--- src/rtl/avs_arb_pkg.sv ---
// Shared definitions for the two-port Avalon-MM register-slave arbiter.
//   ST_*               : FSM state encodings (2-bit, legacy-compatible constants)
//   TIMEOUT_DATA_DEF   : default readdata returned on an aborted transfer
//   rw_resolve()       : applies read-over-write priority to one master's strobes
package avs_arb_pkg;

    localparam logic [1:0] ST_IDLE  = 2'd0;
    localparam logic [1:0] ST_BUSY  = 2'd1;
    localparam logic [1:0] ST_ABORT = 2'd2;

    localparam logic [31:0] TIMEOUT_DATA_DEF = 32'hDEAD_BEEF;

    // Returns {write, read}. A master raising both strobes gets a read.
    function automatic logic [1:0] rw_resolve(input logic rd, input logic wr);
        return {wr & ~rd, rd};
    endfunction

endpackage

--- src/rtl/rr_arb2.sv ---
// Two-input round-robin picker (combinational).
//   req[1:0]   : in  request per port
//   last_grant : in  index of the port granted most recently
//   grant[1:0] : out one-hot pick, 00 when nothing requests
module rr_arb2 (
    input  logic [1:0] req,
    input  logic       last_grant,
    output logic [1:0] grant
);

    always_comb begin
        grant = 2'b00;
        case (req)
            2'b01:   grant = 2'b01;
            2'b10:   grant = 2'b10;
            2'b11:   grant = last_grant ? 2'b01 : 2'b10;
            default: grant = 2'b00;
        endcase
    end

endmodule

--- src/rtl/avs_arb2_wait32.sv ---
// Two-master round-robin arbiter in front of one 32-bit waitrequest slave,
// with a per-transfer stall timeout and sticky abort flag.
//   csi_MCLK_clk, rsi_MRST_reset (async, active-high)
//   avs_s0_* / avs_s1_* : slave-side ports facing the two masters
//   avm_m_*             : master-side port to the shared register slave
//   coe_grant           : one-hot current owner, 00 when idle
//   coe_timeout         : sticky abort flag, cleared by coe_timeout_clr
//
// state    | meaning
// ---------+--------------------------------------------------------------
// ST_IDLE  | nothing forwarded; arbitrate pending requests
// ST_BUSY  | granted master's transfer is driven onto the slave
// ST_ABORT | one-cycle fake completion to the granted master after timeout
module avs_arb2_wait32
    import avs_arb_pkg::*;
#(
    parameter int          ADDR_W       = 6,
    parameter int          TIMEOUT      = 64,
    parameter logic [31:0] TIMEOUT_DATA = TIMEOUT_DATA_DEF
) (
    input  logic              rsi_MRST_reset,
    input  logic              csi_MCLK_clk,

    input  logic [ADDR_W-1:0] avs_s0_address,
    input  logic [31:0]       avs_s0_writedata,
    input  logic [3:0]        avs_s0_byteenable,
    input  logic              avs_s0_read,
    input  logic              avs_s0_write,
    output logic [31:0]       avs_s0_readdata,
    output logic              avs_s0_waitrequest,

    input  logic [ADDR_W-1:0] avs_s1_address,
    input  logic [31:0]       avs_s1_writedata,
    input  logic [3:0]        avs_s1_byteenable,
    input  logic              avs_s1_read,
    input  logic              avs_s1_write,
    output logic [31:0]       avs_s1_readdata,
    output logic              avs_s1_waitrequest,

    output logic [ADDR_W-1:0] avm_m_address,
    output logic [31:0]       avm_m_writedata,
    output logic [3:0]        avm_m_byteenable,
    output logic              avm_m_read,
    output logic              avm_m_write,
    input  logic [31:0]       avm_m_readdata,
    input  logic              avm_m_waitrequest,

    output logic [1:0]        coe_grant,
    output logic              coe_timeout,
    input  logic              coe_timeout_clr
);

    localparam logic [15:0] WAIT_LAST = 16'(TIMEOUT - 1);

    logic [1:0]        state;
    logic [1:0]        grant_q;
    logic              last_grant;
    logic [15:0]       wait_cnt;

    logic [1:0]        req;
    logic [1:0]        pick;
    logic              sel;
    logic [ADDR_W-1:0] sel_addr;
    logic [31:0]       sel_wdata;
    logic [3:0]        sel_be;
    logic              sel_rd;
    logic              sel_wr;
    logic [1:0]        sel_rw;
    logic              in_busy;
    logic              fwd_rd;
    logic              fwd_wr;
    logic              xfer_done;

    assign req = {avs_s1_read | avs_s1_write, avs_s0_read | avs_s0_write};

    rr_arb2 u_rr_arb2 (
        .req        (req),
        .last_grant (last_grant),
        .grant      (pick)
    );

    assign sel       = grant_q[1];
    assign sel_addr  = sel ? avs_s1_address    : avs_s0_address;
    assign sel_wdata = sel ? avs_s1_writedata  : avs_s0_writedata;
    assign sel_be    = sel ? avs_s1_byteenable : avs_s0_byteenable;
    assign sel_rd    = sel ? avs_s1_read       : avs_s0_read;
    assign sel_wr    = sel ? avs_s1_write      : avs_s0_write;
    assign sel_rw    = rw_resolve(sel_rd, sel_wr);

    assign in_busy   = (state == ST_BUSY);
    assign fwd_rd    = in_busy & sel_rw[0];
    assign fwd_wr    = in_busy & sel_rw[1];
    assign xfer_done = (fwd_rd | fwd_wr) & ~avm_m_waitrequest;

    assign coe_grant = grant_q;

    always_comb begin
        avm_m_read         = fwd_rd;
        avm_m_write        = fwd_wr;
        avm_m_address      = in_busy ? sel_addr  : '0;
        avm_m_writedata    = in_busy ? sel_wdata : '0;
        avm_m_byteenable   = in_busy ? sel_be    : '0;
        avs_s0_waitrequest = 1'b1;
        avs_s1_waitrequest = 1'b1;
        avs_s0_readdata    = '0;
        avs_s1_readdata    = '0;
        if (in_busy) begin
            if (grant_q[0]) begin
                avs_s0_waitrequest = avm_m_waitrequest;
                avs_s0_readdata    = avm_m_readdata;
            end
            if (grant_q[1]) begin
                avs_s1_waitrequest = avm_m_waitrequest;
                avs_s1_readdata    = avm_m_readdata;
            end
        end else if (state == ST_ABORT) begin
            // Granted master sees a completed transfer; a write is simply lost.
            if (grant_q[0]) begin
                avs_s0_waitrequest = 1'b0;
                avs_s0_readdata    = TIMEOUT_DATA;
            end
            if (grant_q[1]) begin
                avs_s1_waitrequest = 1'b0;
                avs_s1_readdata    = TIMEOUT_DATA;
            end
        end
    end

    always_ff @(posedge csi_MCLK_clk or posedge rsi_MRST_reset) begin
        if (rsi_MRST_reset) begin
            state       <= ST_IDLE;
            grant_q     <= 2'b00;
            last_grant  <= 1'b1;
            wait_cnt    <= '0;
            coe_timeout <= 1'b0;
        end else begin
            // Setting in ABORT wins over a simultaneous clear.
            if (state == ST_ABORT) begin
                coe_timeout <= 1'b1;
            end else if (coe_timeout_clr) begin
                coe_timeout <= 1'b0;
            end

            case (state)
                ST_IDLE: begin
                    if (|pick) begin
                        grant_q    <= pick;
                        last_grant <= pick[1];
                        wait_cnt   <= '0;
                        state      <= ST_BUSY;
                    end
                end
                ST_BUSY: begin
                    if (xfer_done) begin
                        grant_q  <= 2'b00;
                        wait_cnt <= '0;
                        state    <= ST_IDLE;
                    end else if (!(sel_rd | sel_wr)) begin
                        // Master withdrew its request mid-stall: drop it quietly.
                        grant_q <= 2'b00;
                        state   <= ST_IDLE;
                    end else if (avm_m_waitrequest) begin
                        wait_cnt <= wait_cnt + 16'd1;
                        if (wait_cnt == WAIT_LAST) begin
                            state <= ST_ABORT;
                        end
                    end
                end
                ST_ABORT: begin
                    grant_q <= 2'b00;
                    state   <= ST_IDLE;
                end
                default: begin
                    grant_q <= 2'b00;
                    state   <= ST_IDLE;
                end
            endcase
        end
    end

endmodule
--- config.mk ---
export PLATFORM = sky130hd
export DESIGN_NAME = avs_arb2_wait32
export DESIGN_NICKNAME = d
export VERILOG_FILES = /design/src/rtl/avs_arb_pkg.sv /design/src/rtl/rr_arb2.sv /design/src/rtl/avs_arb2_wait32.sv
export SDC_FILE = /design/constraint.sdc
export NUM_CORES = 1
export LEC_CHECK = 0
export ABC_AREA = 0
export ABC_CLOCK_PERIOD_IN_PS = 1700
export CORE_AREA = 3 3 92 94
export CTS_CLUSTER_SIZE = 28
export DETAILED_ROUTE_END_ITERATION = 8
export DIE_AREA = 0 0 95 97
export DONT_BUFFER_PORTS = 1
export GPL_TIMING_DRIVEN = 0
export SKIP_LAST_GASP = 1
export SYNTH_ARGS = -nofsm -noshare
export SYNTH_HDL_FRONTEND = slang
export SYNTH_SLANG_ARGS = --single-unit
--- constraint.sdc ---
create_clock -name csi_MCLK_clk -period 1.7 [get_ports csi_MCLK_clk]
set_input_delay 0.34 -clock csi_MCLK_clk [delete_from_list [all_inputs] [get_ports csi_MCLK_clk]]
set_output_delay 0.34 -clock csi_MCLK_clk [all_outputs]
set_load 0.02 [all_outputs]
# [Yosys cells after proc, flatten, opt, wreduce, memory -nomap -nowiden]
# Cells that the tools add are included.
[classes] n_eq_ne=12 n_mux=43 add_sub_neg=1 bitwise=10 reduce_logical=8
[ops] operator="$mux 32" n=10
[ops] operator="$mux 16" n=4
[ops] operator="$pmux 16 s2" n=1
[ops] operator="$mux 2" n=9
[ops] operator="$add 16x1->16 const B" n=1
[ops] operator="$eq 16x6->1 const B" n=1
[ops] operator="$mux 1" n=12
[ops] operator="$mux 6" n=2
[ops] operator="$mux 4" n=2
[ops] operator="$pmux 2 s2" n=2
[ops] operator="$eq 2x2->1 const B" n=3
[ops] operator="$pmux 2 s3" n=1
[ops] operator="$and 1x1->1" n=4
[ops] operator="$eq 2x1->1 const B" n=2
[ops] operator="$ne 4x3->1 const B" n=1
[ops] operator="$ne 4x4->1 const B" n=1
[ops] operator="$or 1x1->1" n=4
[ops] operator="$reduce_and 2->1" n=2
[ops] operator="$reduce_and 4->1" n=1
[ops] operator="$reduce_bool 2->1" n=2
[ops] operator="$ne 3x1->1 const B" n=1
[ops] operator="$ne 3x2->1 const B" n=1
[ops] operator="$ne 3x3->1 const B" n=1
[ops] operator="$reduce_and 3->1" n=1
[ops] operator="4 further kinds" n=5
[word_totals] output_inout_bits=113 regBits=22 input_bits=124 elab_cells=79

# [Depth between registers and ports, before layout]
[logic_depth] ltp_word=8 ltp_mapped=7 depth_no_buf=6

# [Cells and area by module]
# Synthesis repeated with hierarchy kept, for this count alone.
[unflattened] hier_cells=313 hier_area_um2=2406.1
[by_module_without_submodules] mod="avs_arb2_wait32" area_per_inst_um2=2387.3 cells_per_inst=310 seq_area_each_um2=551.8 n_inst=1
[by_module_without_submodules] mod="rr_arb2" area_per_inst_um2=18.8 cells_per_inst=3 seq_area_each_um2=0.0 n_inst=1

# [Least setup slack after synthesis]
# No wires, ideal clock.
[synth_timing] kind="register to output" start="register grant_q[1] (netlist: coe_grant[1])" end="output port avs_s1_readdata[10]" slack_ps=-288 arrival_time_ps=1648 n_path_buf=3 required_time_ps=1360 stages_incl_launch_ff=7 path_cell_list="dfrtp_1 > buf_6 > buf_2 > inv_1 > nor2_1 > clkbuf_1 > a21o_1"
[synth_via] elab_chain_len=3
[synth_lines] item="from (decl)" line_no="avs_arb2_wait32.sv:56" rtl="logic [1:0] grant_q;"
[synth_lines] item="from (signal assigned)" line_no="avs_arb2_wait32.sv:147" rtl="grant_q <= pick;"
[synth_lines] item="$mux 32" line_no="avs_arb2_wait32.sv:122" rtl="if (grant_q[1]) begin"
[synth_lines] item="$mux 32" line_no="avs_arb2_wait32.sv:116" rtl="end else if (state == ST_ABORT) begin"
[synth_lines] item="$mux 32 *" line_no="avs_arb2_wait32.sv:107" rtl="if (in_busy) begin"
[synth_lines] item="to (decl)" line_no="avs_arb2_wait32.sv:37" rtl="output logic [31:0] avs_s1_readdata,"
# Mark *: on every way between the ends. The rest lies on a longest branch, timed or not.

# [Final worst setup path]
[layout_timing] start="register grant_q[1] (netlist: coe_grant[1])" end="register wait_cnt[7]"
[layout_via] elab_chain_len=8
[layout_lines] item="$mux 1" line_no="avs_arb2_wait32.sv:86" rtl="assign sel_rd = sel ? avs_s1_read : avs_s0_read;"
[layout_lines] item="$not 1->1" line_no="avs_arb_pkg.sv:15" rtl="return {wr & ~rd, rd};"
[layout_lines] item="$and 1x1->1" line_no="avs_arb_pkg.sv:15"
[layout_lines] item="$and 1x1->1" line_no="avs_arb2_wait32.sv:92" rtl="assign fwd_wr = in_busy & sel_rw[1];"
[layout_lines] item="$or 1x1->1" line_no="avs_arb2_wait32.sv:93" rtl="assign xfer_done = (fwd_rd | fwd_wr) & ~avm_m_waitrequest;"
[layout_lines] item="$and 1x1->1" line_no="avs_arb2_wait32.sv:93"
[layout_lines] item="$ne 3x1->1 (no line) (tied with other cells)"
[layout_lines] item="$reduce_and 4->1 (no line) or $pmux 16 s2 (tied branches)"
[layout_lines] item="to (signal assigned)" line_no="avs_arb2_wait32.sv:163" rtl="wait_cnt <= wait_cnt + 16'd1;"
[layout_lines] item="to (decl)" line_no="avs_arb2_wait32.sv:58" rtl="logic [15:0] wait_cnt;"
# Parallel ways exist; a longest one is shown, timed or not.
# A chain may end at the register's enable or synchronous reset.

==> out/metrics.csv <==
stage;metric;value;unit
timing;slew_headroom;0.439;
global_routing;overflow;0;
worst_setup_path;timing.rr.end;wait_cnt[7];
timing;slew_violations;0;
clock_network;cts_sinks;22;
final_layout;finalNonFillerCells;467;
detailed_routing;drc;0;
synthesis;ys_seq_elements;22;
synthesis;syn_nets;447;
floorplanning;die_h;97;µm
timing;skew;0.00207;ns
timing;setup_viol;126;
synthesis;synth_most_common_cell;nor2_1;
synthesis;synth_area;2450;µm²
final_layout;area_delta_synth_final;75.1;%
placed_design;gp_congestion;0.937;
synthesis;synth_area_leaders;dfrtp_1 21%, mux2i_1 18%, a21o_1 15%;
floorplanning;core_area;7730;µm²
synthesis;synthCells;322;
timing;layout_setup_ws;-0.346;ns
floorplanning;die_w;95;µm
timing;finalHoldViolCount;0;
detailed_routing;via_count;2772;
detailed_routing;antenna_left;0;
final_layout;nNetsFinal;489;
clock_network;cts_tree;yes;
worst_setup_path;cp-end-kind;flip-flop;
clock_network;clock_path_buffers;2;
clock_network;htree_num_levels;1;
synthesis;yosysSeqAreaShare;0.225;
status;status;finished, violations left;
pwr;peakVddDrop;801;µV
detailed_routing;dr.pass1.iters;4;
global_routing;grt_use_total;0.236;
worst_setup_path;crit_required;1.85;ns
placed_design;hpwl;8.20;mm
run;maxCapViolCount;0;
worst_setup_path;crit_path_cell_trace;buf_6 > buf_4 > buf_6 > o2bb2ai_4 > a211o_4 > buf_12 > nor3_4 > xnor2_1 > nor2_1;
worst_setup_path;cp_max_fo;7;
worst_setup_path;worstPathArrival;2.20;ns
timing;rsz0062_at_grt;true;
floorplanning;dieArea;9220;µm²
detailed_routing;wl;11.8;mm
synthesis;yosysUniqueCellTypes;40;
pwr;p_total;6.78;mW
global_routing;grt_max_degree;23;
synthesis;async_reset_ff_frac;1.00;
worst_setup_path;crit_type;flip-flop to flip-flop;
clock_network;cts_made_buffers;3;
worst_setup_path;cp_slowest_cell;dfrtp_2;
final_layout;drive_gt1_frac;0.645;
synthesis;synth_top_area_cell;dfrtp_1;
timing;fin_setup_tns;-29.69;ns
placed_design;dpl-instance-area;2720;µm²
worst_setup_path;critPathMostFrequentCell;buf_6;
placed_design;dp.cells;424;
timing;worst_pin_slew;0.841;ns
synthesis;synth_common_cells;65 x nor2_1, 49 x a21o_1, 43 x mux2i_1;
worst_hold_path;holdCritPathClass;input port to async pin;
final_layout;num-fill-cells;656;
timing;max_freq;489;MHz
detailed_routing;vias_per_cell;5.94;
status;violations;setup timing;
worst_setup_path;rr_startpoint;coe_grant[1];
clock_network;cts.clk_slew.worst_paths;0.08;ns
timing;finalCritPeriodShare;1.20;
synthesis;ys_warn_count;0;
final_layout;final_area;4300;µm²
worst_setup_path;critical-path-max-stage-delay;0.47;ns
detailed_routing;wl_per_cell;25.2;µm
synthesis;ys.flop_type;dfrtp_1;
global_routing;grt_pass1_wl;16.8;mm
detailed_routing;first_iter_violations;223;
worst_setup_path;reg2regPathDepth;9;
timing;hold_ws;0.128;ns
floorplanning;initial_core_util;0.318;
floorplanning;row_count;32;
synthesis;synth_edf_count;0;
worst_setup_path;critPathLaunchType;flip-flop;
global_routing;antenna_found_initial;3;
timing;post-route-min-period;2.05;ns
pwr;leakage;1.76;nW
synthesis;avgSynthCellArea;7.62;µm²
global_routing;grt_pass1_vias;2788;
synthesis;synth_top_area_frac;0.214;
clock_network;worstSkewPairLatency;0.26;ns
clock_network;root_buffer;clkbuf_8;
floorplanning;ios;237;
worst_setup_path;r2r_slack;-0.35;ns
placed_design;placement.io_buffers;0;
pwr;powerDensity;1580;nW/µm²
-- placed cells by master (no fill, tap or decap), drive strengths merged, types with 5 or more instances in the layout --
| cell type | instances |
|---|---|
| nor2 | 65 |
| a21o | 49 |
| buf | 45 |
| mux2i | 43 |
| clkbuf | 25 |
| dfrtp | 21 |
| and3 | 19 |
| nand2 | 13 |
| o21ai | 11 |
| inv | 7 |
| nor3 | 7 |
| xnor2 | 6 |
| nor4 | 6 |
| o31ai | 5 |
-- worst max-delay path: cells and delay by family (launching register included) --
family          cells  cell delay [ns]
compound gates      2             0.52
xor+xnor            1             0.14
buf+inv             4             0.56
flops               1             0.47
simple gates        2             0.25
-- layout make-up --
type / instances / area [µm²] / share of cell area
diodes: 2 / 5.00 / 0.00116
plain buffers: 28 / 330 / 0.0769
clock buffers: 4 / 55.1 / 0.0128
inverters: 8 / 33.8 / 0.00786
multi-input cells: 263 / 2780 / 0.648
flip-flops and latches: 22 / 554 / 0.129
well taps: 102 / 128 / 0.0297
repair buffers: 38 / 408 / 0.0949
-- repair_timing --
action / CTS / global route
resized for setup: 219 / 41
gates cloned: 6 / 2
setup buffers: 23 / 11
endpoints found under the hold margin: 0 / 0
hold buffers: 0 / 0
endpoints found under the setup margin: 123 / 128
pin swaps: 39 / 26
-- through the flow --
stage,util,setup slack (ns)
4_1_cts,0.528,-0.329
2_1_floorplan,-,-0.0429
3_3_place_gp,0.352,-0.344
3_5_place_dp,0.352,-0.363
5_1_grt,0.556,-0.421
6_report,0.556,-0.346
-- where the power goes --
part,switching (mW),internal (mW)
logic,3.26,2.42
registers,0.120,0.600
clock network,0.177,0.206
total,3.56,3.23
-- cell families (layout without fill, tap and decap cells) --
family / Yosys count / in the layout / synth area share
simple gates: 131 / 131 / 0.264
compound gates: 79 / 79 / 0.231
mux: 43 / 43 / 0.175
buf+inv: 37 / 78 / 0.0673
flops: 22 / 22 / 0.225
xor+xnor: 9 / 9 / 0.0321
fa+ha+maj: 1 / 1 / 0.00510
other cells: 0 / 2 / 0
-- state kept, by name (all words and copies together) (netlist names) --
register,cells
wait_cnt,16
coe_grant,2
state,2
coe_timeout,1
last_grant,1
-- worst max path at each step --
stage	from	end	slack, ns	cells past startpoint
after floorplan	state[0]	avs_s0_readdata[12]	-0.04	6
after global placement	state[0]	avs_s0_readdata[15]	-0.34	6
after detailed placement	state[1]	avs_s0_readdata[26]	-0.36	5
after CTS	coe_grant[1]	avs_s1_readdata[18]	-0.33	6
after global routing	coe_grant[1]	avs_s1_readdata[30]	-0.42	6
final	coe_grant[1]	wait_cnt[7]	-0.35	9
-- per-layer routing --
layer	vias to the layer above	track usage	routed length (µm)
met5	-	0	13
met1	1372	0.276	4180
met4	2	0.0477	241
li1	1237	-	-
met2	141	0.403	6130
met3	20	0.0941	1220
Note: power is estimated with default switching activity, not from simulation.
